<file path="src/rtl/cond_flag_unit.sv">
// NZCV flag register, condition-code evaluation and write-strobe gating for the single-cycle CPU.
// Define COND_STATS_EN to add saturating executed/skipped instruction counters (exec_cnt_o, skip_cnt_o).
module cond_flag_unit #(
    parameter logic [3:0] FLAGS_RST = 4'b0000,
    parameter int         CNT_W     = 16
) (
    input  logic             clk_i,
    input  logic             rst_n_i,
    input  logic             instr_valid_i,
    input  logic             stall_i,
    input  logic [3:0]       cond_i,
    input  logic [3:0]       alu_flags_i,
    input  logic [1:0]       flag_w_i,
    input  logic             reg_w_i,
    input  logic             mem_w_i,
    input  logic             pc_src_i,
    input  logic             no_write_i,
    output logic             reg_write_o,
    output logic             mem_write_o,
    output logic             pc_src_o,
    output logic             cond_ex_o,
    output logic [3:0]       flags_o
`ifdef COND_STATS_EN
    ,
    output logic [CNT_W-1:0] exec_cnt_o,
    output logic [CNT_W-1:0] skip_cnt_o
`endif
);

    logic [3:0] flags_q;
    logic       n, z, c, v;
    logic       cond_pass;
    logic       issue;

    assign {n, z, c, v} = flags_q;

    // Evaluated against the registered flags only; no bypass from alu_flags_i.
    always_comb begin
        cond_pass = 1'b1;
        case (cond_i)
            4'h0:    cond_pass = z;
            4'h1:    cond_pass = ~z;
            4'h2:    cond_pass = c;
            4'h3:    cond_pass = ~c;
            4'h4:    cond_pass = n;
            4'h5:    cond_pass = ~n;
            4'h6:    cond_pass = v;
            4'h7:    cond_pass = ~v;
            4'h8:    cond_pass = c & ~z;
            4'h9:    cond_pass = ~c | z;
            4'hA:    cond_pass = (n == v);
            4'hB:    cond_pass = (n != v);
            4'hC:    cond_pass = ~z & (n == v);
            4'hD:    cond_pass = z | (n != v);
            default: cond_pass = 1'b1;
        endcase
    end

    assign cond_ex_o   = instr_valid_i & cond_pass;
    assign reg_write_o = cond_ex_o & reg_w_i & ~no_write_i;
    assign mem_write_o = cond_ex_o & mem_w_i;
    assign pc_src_o    = cond_ex_o & pc_src_i;
    assign flags_o     = flags_q;

    assign issue = instr_valid_i & ~stall_i;

    always_ff @(posedge clk_i or negedge rst_n_i) begin
        if (!rst_n_i) begin
            flags_q <= FLAGS_RST;
        end else if (issue && cond_pass) begin
            if (flag_w_i[1]) flags_q[3:2] <= alu_flags_i[3:2];
            if (flag_w_i[0]) flags_q[1:0] <= alu_flags_i[1:0];
        end
    end

`ifdef COND_STATS_EN
    logic [CNT_W-1:0] exec_q, skip_q;

    // Counters stick at all-ones rather than wrapping.
    always_ff @(posedge clk_i or negedge rst_n_i) begin
        if (!rst_n_i) begin
            exec_q <= '0;
            skip_q <= '0;
        end else if (issue) begin
            if (cond_pass) begin
                if (exec_q != '1) exec_q <= exec_q + 1'b1;
            end else begin
                if (skip_q != '1) skip_q <= skip_q + 1'b1;
            end
        end
    end

    assign exec_cnt_o = exec_q;
    assign skip_cnt_o = skip_q;
`endif

endmodule

</file>
<file path="config.mk">
export PLATFORM = sky130hd
export DESIGN_NAME = cond_flag_unit
export DESIGN_NICKNAME = d
export VERILOG_FILES = /design/src/rtl/cond_flag_unit.sv
export SDC_FILE = /design/constraint.sdc
export NUM_CORES = 1
export LEC_CHECK = 0
export BUFFER_PORTS_ARGS = -buffer_cell sky130_fd_sc_hd__buf_2
export CAP_MARGIN = 30
export CORE_AREA = 2 2 39 41
export DETAILED_ROUTE_END_ITERATION = 8
export DIE_AREA = 0 0 41 43
export GPL_TIMING_DRIVEN = 0
export PLACE_DENSITY = 0.67
export SETUP_SLACK_MARGIN = 0.3
export SLEW_MARGIN = 10
export SYNTH_ARGS = -nofsm -noshare
export SYNTH_HDL_FRONTEND = slang
export SYNTH_SLANG_ARGS = --single-unit
export TNS_END_PERCENT = 5
</file>
<file path="constraint.sdc">
create_clock -name clk_i -period 2.1 [get_ports clk_i]
set_clock_uncertainty 0.2 [all_clocks]
set_input_delay 0.315 -clock clk_i [delete_from_list [all_inputs] [get_ports clk_i]]
set_output_delay 0.315 -clock clk_i [all_outputs]
set_load 0.02 [all_outputs]
</file>
==> impl_metrics.env <==
export IMPL_crit_path_end_kind="primary output"
export IMPL_grt_pass1_vias=400
export IMPL_netlist_area_um2=383
export IMPL_slowest_stage="dfrtp_2"
export IMPL_synth_top_area_share=0.261
export IMPL_holdWs_ns=0.115
export IMPL_cts_buffer_depth=2
export IMPL_power_uw=688
export IMPL_crit_required_ns=1.58
export IMPL_dp_hpwl_um=752
export IMPL_coreArea_mm2=0.00138
export IMPL_ant_nets=0
export IMPL_cp_max_fo=5
export IMPL_slowest_delay_ns=0.44
export IMPL_cts_htree_levels=1
export IMPL_yosysSeqAreaShare=0.261
export IMPL_grt_pass1_wl_um=1680
export IMPL_finalCritPeriodShare=1.18
export IMPL_rows=14
export IMPL_drt_vias_per_instance=5.05
export IMPL_utilization=0.464
export IMPL_yosysWarnings=0
export IMPL_clock_latency_ns=0.23
export IMPL_cts_root_buf="clkbuf_4"
export IMPL_worstPathCellList="xor2_2 -> or4_4 -> a31oi_4 -> or3_4 -> and4b_2 -> buf_6"
export IMPL_synth_area_leaders="dfrtp_1 (26%), mux2_2 (12%), and3_1 (4.9%)"
export IMPL_maxCapViolations=0
export IMPL_path_clk_slew_ns=0.04
export IMPL_postSynthCellCount=42
export IMPL_portBuffers=23
export IMPL_p_leak_nw=0.303
export IMPL_largest_reg_flops=4
export IMPL_die_w_um=41
export IMPL_ys_async_sr_fraction=1.00
export IMPL_cts_buffers_inserted=3
export IMPL_syn_avg_cell_area_um2=9.12
export IMPL_synth_edf_count=0
export IMPL_rsz0062_at_grt="true"
export IMPL_grt_overflow=0
export IMPL_status="finished with violations"
export IMPL_firstDrtPassIters=2
export IMPL_dr_first_iter_drc_count=6
export IMPL_drive_gt1_frac=0.625
export IMPL_slew_headroom=0.709
export IMPL_vias=444
export IMPL_initial_core_util=0.277
export IMPL_ys_flop_type="dfrtp_1"
export IMPL_synth_largest_area_cell="dfrtp_1"
export IMPL_die_y_um=43
export IMPL_grt_max_degree=10
export IMPL_worst_pin_slew_ns=0.435
export IMPL_ys_ff_latch=4
export IMPL_cts_tree="built"
export IMPL_power_density_mw_per_mm2=1070
export IMPL_area_growth_pct=67.6
export IMPL_fmax_ghz=0.404
export IMPL_grtUsageTotal=0.143
export IMPL_setup_ws_ns=-0.374
export IMPL_finalNetCount=92
export IMPL_crit_type="reg2out"
export IMPL_insertedDiodeCount=0
export IMPL_wl_per_cell_um=12.3
export IMPL_slew_viol_final=0
export IMPL_fp_dieArea_mm2=0.00176
export IMPL_drc=0
export IMPL_hold_violations=0
export IMPL_startpoint_type="flop"
export IMPL_dpl_cell_area_um2=522
export IMPL_ys_types=26
export IMPL_setup_viol=8
export IMPL_io_pin_count=26
export IMPL_hold_path_class="in2reg"
export IMPL_antenna_found_initial=0
export IMPL_peakVddDrop_mv=0.807
export IMPL_routed_wirelength_um=1080
export IMPL_crit_arrival_ns=1.96
export IMPL_cts_sinks=4
export IMPL_period_minus_slack_ns=2.47
export IMPL_gp_congestion=0.668
export IMPL_violations="setup timing"
export IMPL_final_cell_area_um2=642
export IMPL_synth_fp_nets=60
[metrics by stage]
stage	TNS (ns)	setup WS (ns)	cells
floorplan	-0.223	-0.0815	42
global placement	-0.432	-0.163	81
detailed placement	-0.535	-0.189	81
CTS	-1.68	-0.393	88
global route	-2.17	-0.434	88
finish	-1.68	-0.374	88
[cells in the final DEF (no fill, tap or decap)]
cell type,count
a21o_1,1
a21oi_1,2
a22oi_1,1
a31oi_1,1
a31oi_4,1
a32oi_2,1
and2_1,1
and3_1,3
and4b_2,1
buf_2,20
buf_4,4
buf_6,4
clkbuf_4,3
dfrtp_1,2
dfrtp_2,2
dlygate4sd3_1,1
inv_1,2
mux2_2,4
mux2i_1,1
nand2_1,2
nand2_2,1
nor2_1,1
nor2b_1,2
nor3b_1,2
o311ai_1,2
o32ai_1,1
o32ai_2,1
or3_4,1
or4_4,1
xnor2_1,2
xor2_2,1
[logic make-up after synthesis]
family / Yosys count / synth area share
xor gates and xnor gates: 3 / 0.0686
AOI/OAI and AO/OA: 11 / 0.229
DFF: 4 / 0.261
and+or+nand+nor: 15 / 0.245
muxes: 5 / 0.144
buffers and inverters: 4 / 0.0523
[worst paths after layout]
| kind | start | endpoint | slack, ns | cells after the start |
|---|---|---|---|---|
| max | flags_o[3] | reg_write_o | -0.37 | 6 |
| min | alu_flags_i[1] | flags_o[1] | 0.11 | 2 |
| max reg2reg | flags_o[3] | flags_o[3] | -0.11 | 6 |
| min reg2reg | flags_o[2] | flags_o[2] | 0.43 | 1 |
| max in group asynchronous | rst_n_i | flags_o[0] | 1.34 | 2 |
| min in group asynchronous | rst_n_i | flags_o[2] | 0.23 | 2 |
[critical path, delay by kind of cell, from the launching register on]
family / cells / cell delay, ns
and+or+nand+nor: 3 / 0.80
DFF: 1 / 0.44
AOI/OAI and AO/OA: 1 / 0.19
xor gates and xnor gates: 1 / 0.17
buffers and inverters: 1 / 0.12
[per-layer routing]
metal | track usage | up-vias | part of all wire
li1 | - | 224 | -
met1 | 0.171 | 204 | 0.38
met2 | 0.219 | 14 | 0.55
met3 | 0.0157 | 2 | 0.050
met4 | 0.107 | 0 | 0.019
met5 | 0 | - | 0
[final cells by class]
class | count | area (µm²)
multi-input cells | 34 | 304
repair buffers | 27 | 173
plain buffers | 2 | 12.5
fillers | 139 | 742
flip-flops and latches | 4 | 103
well taps | 16 | 20.0
inverters | 2 | 7.51
clock buffers | 3 | 22.5
[power breakdown]
group	leakage, nW	switching [mW]	internal [mW]
logic	0.244	0.202	0.207
registers	0.0456	0.0639	0.121
clock network	0.0138	0.0301	0.0638
[Yosys cell counts (2+ instances only)]
cell type,n
and3_1,3
a21oi_1,2
inv_1,2
o311ai_1,2
dfrtp_1,4
nor2b_1,2
nand2_1,2
mux2_2,4
nor3b_1,2
o32ai_1,2
xnor2_1,2
[timing repair]
action,CTS,global route
cloned,0,0
setup buffers,3,0
pin swaps,3,3
setup endpoints to repair,8,8
hold buffers,1,0
endpoints found under the hold margin,4,0
resized for setup,10,4
Note: power is estimated with default switching activity, not from simulation.
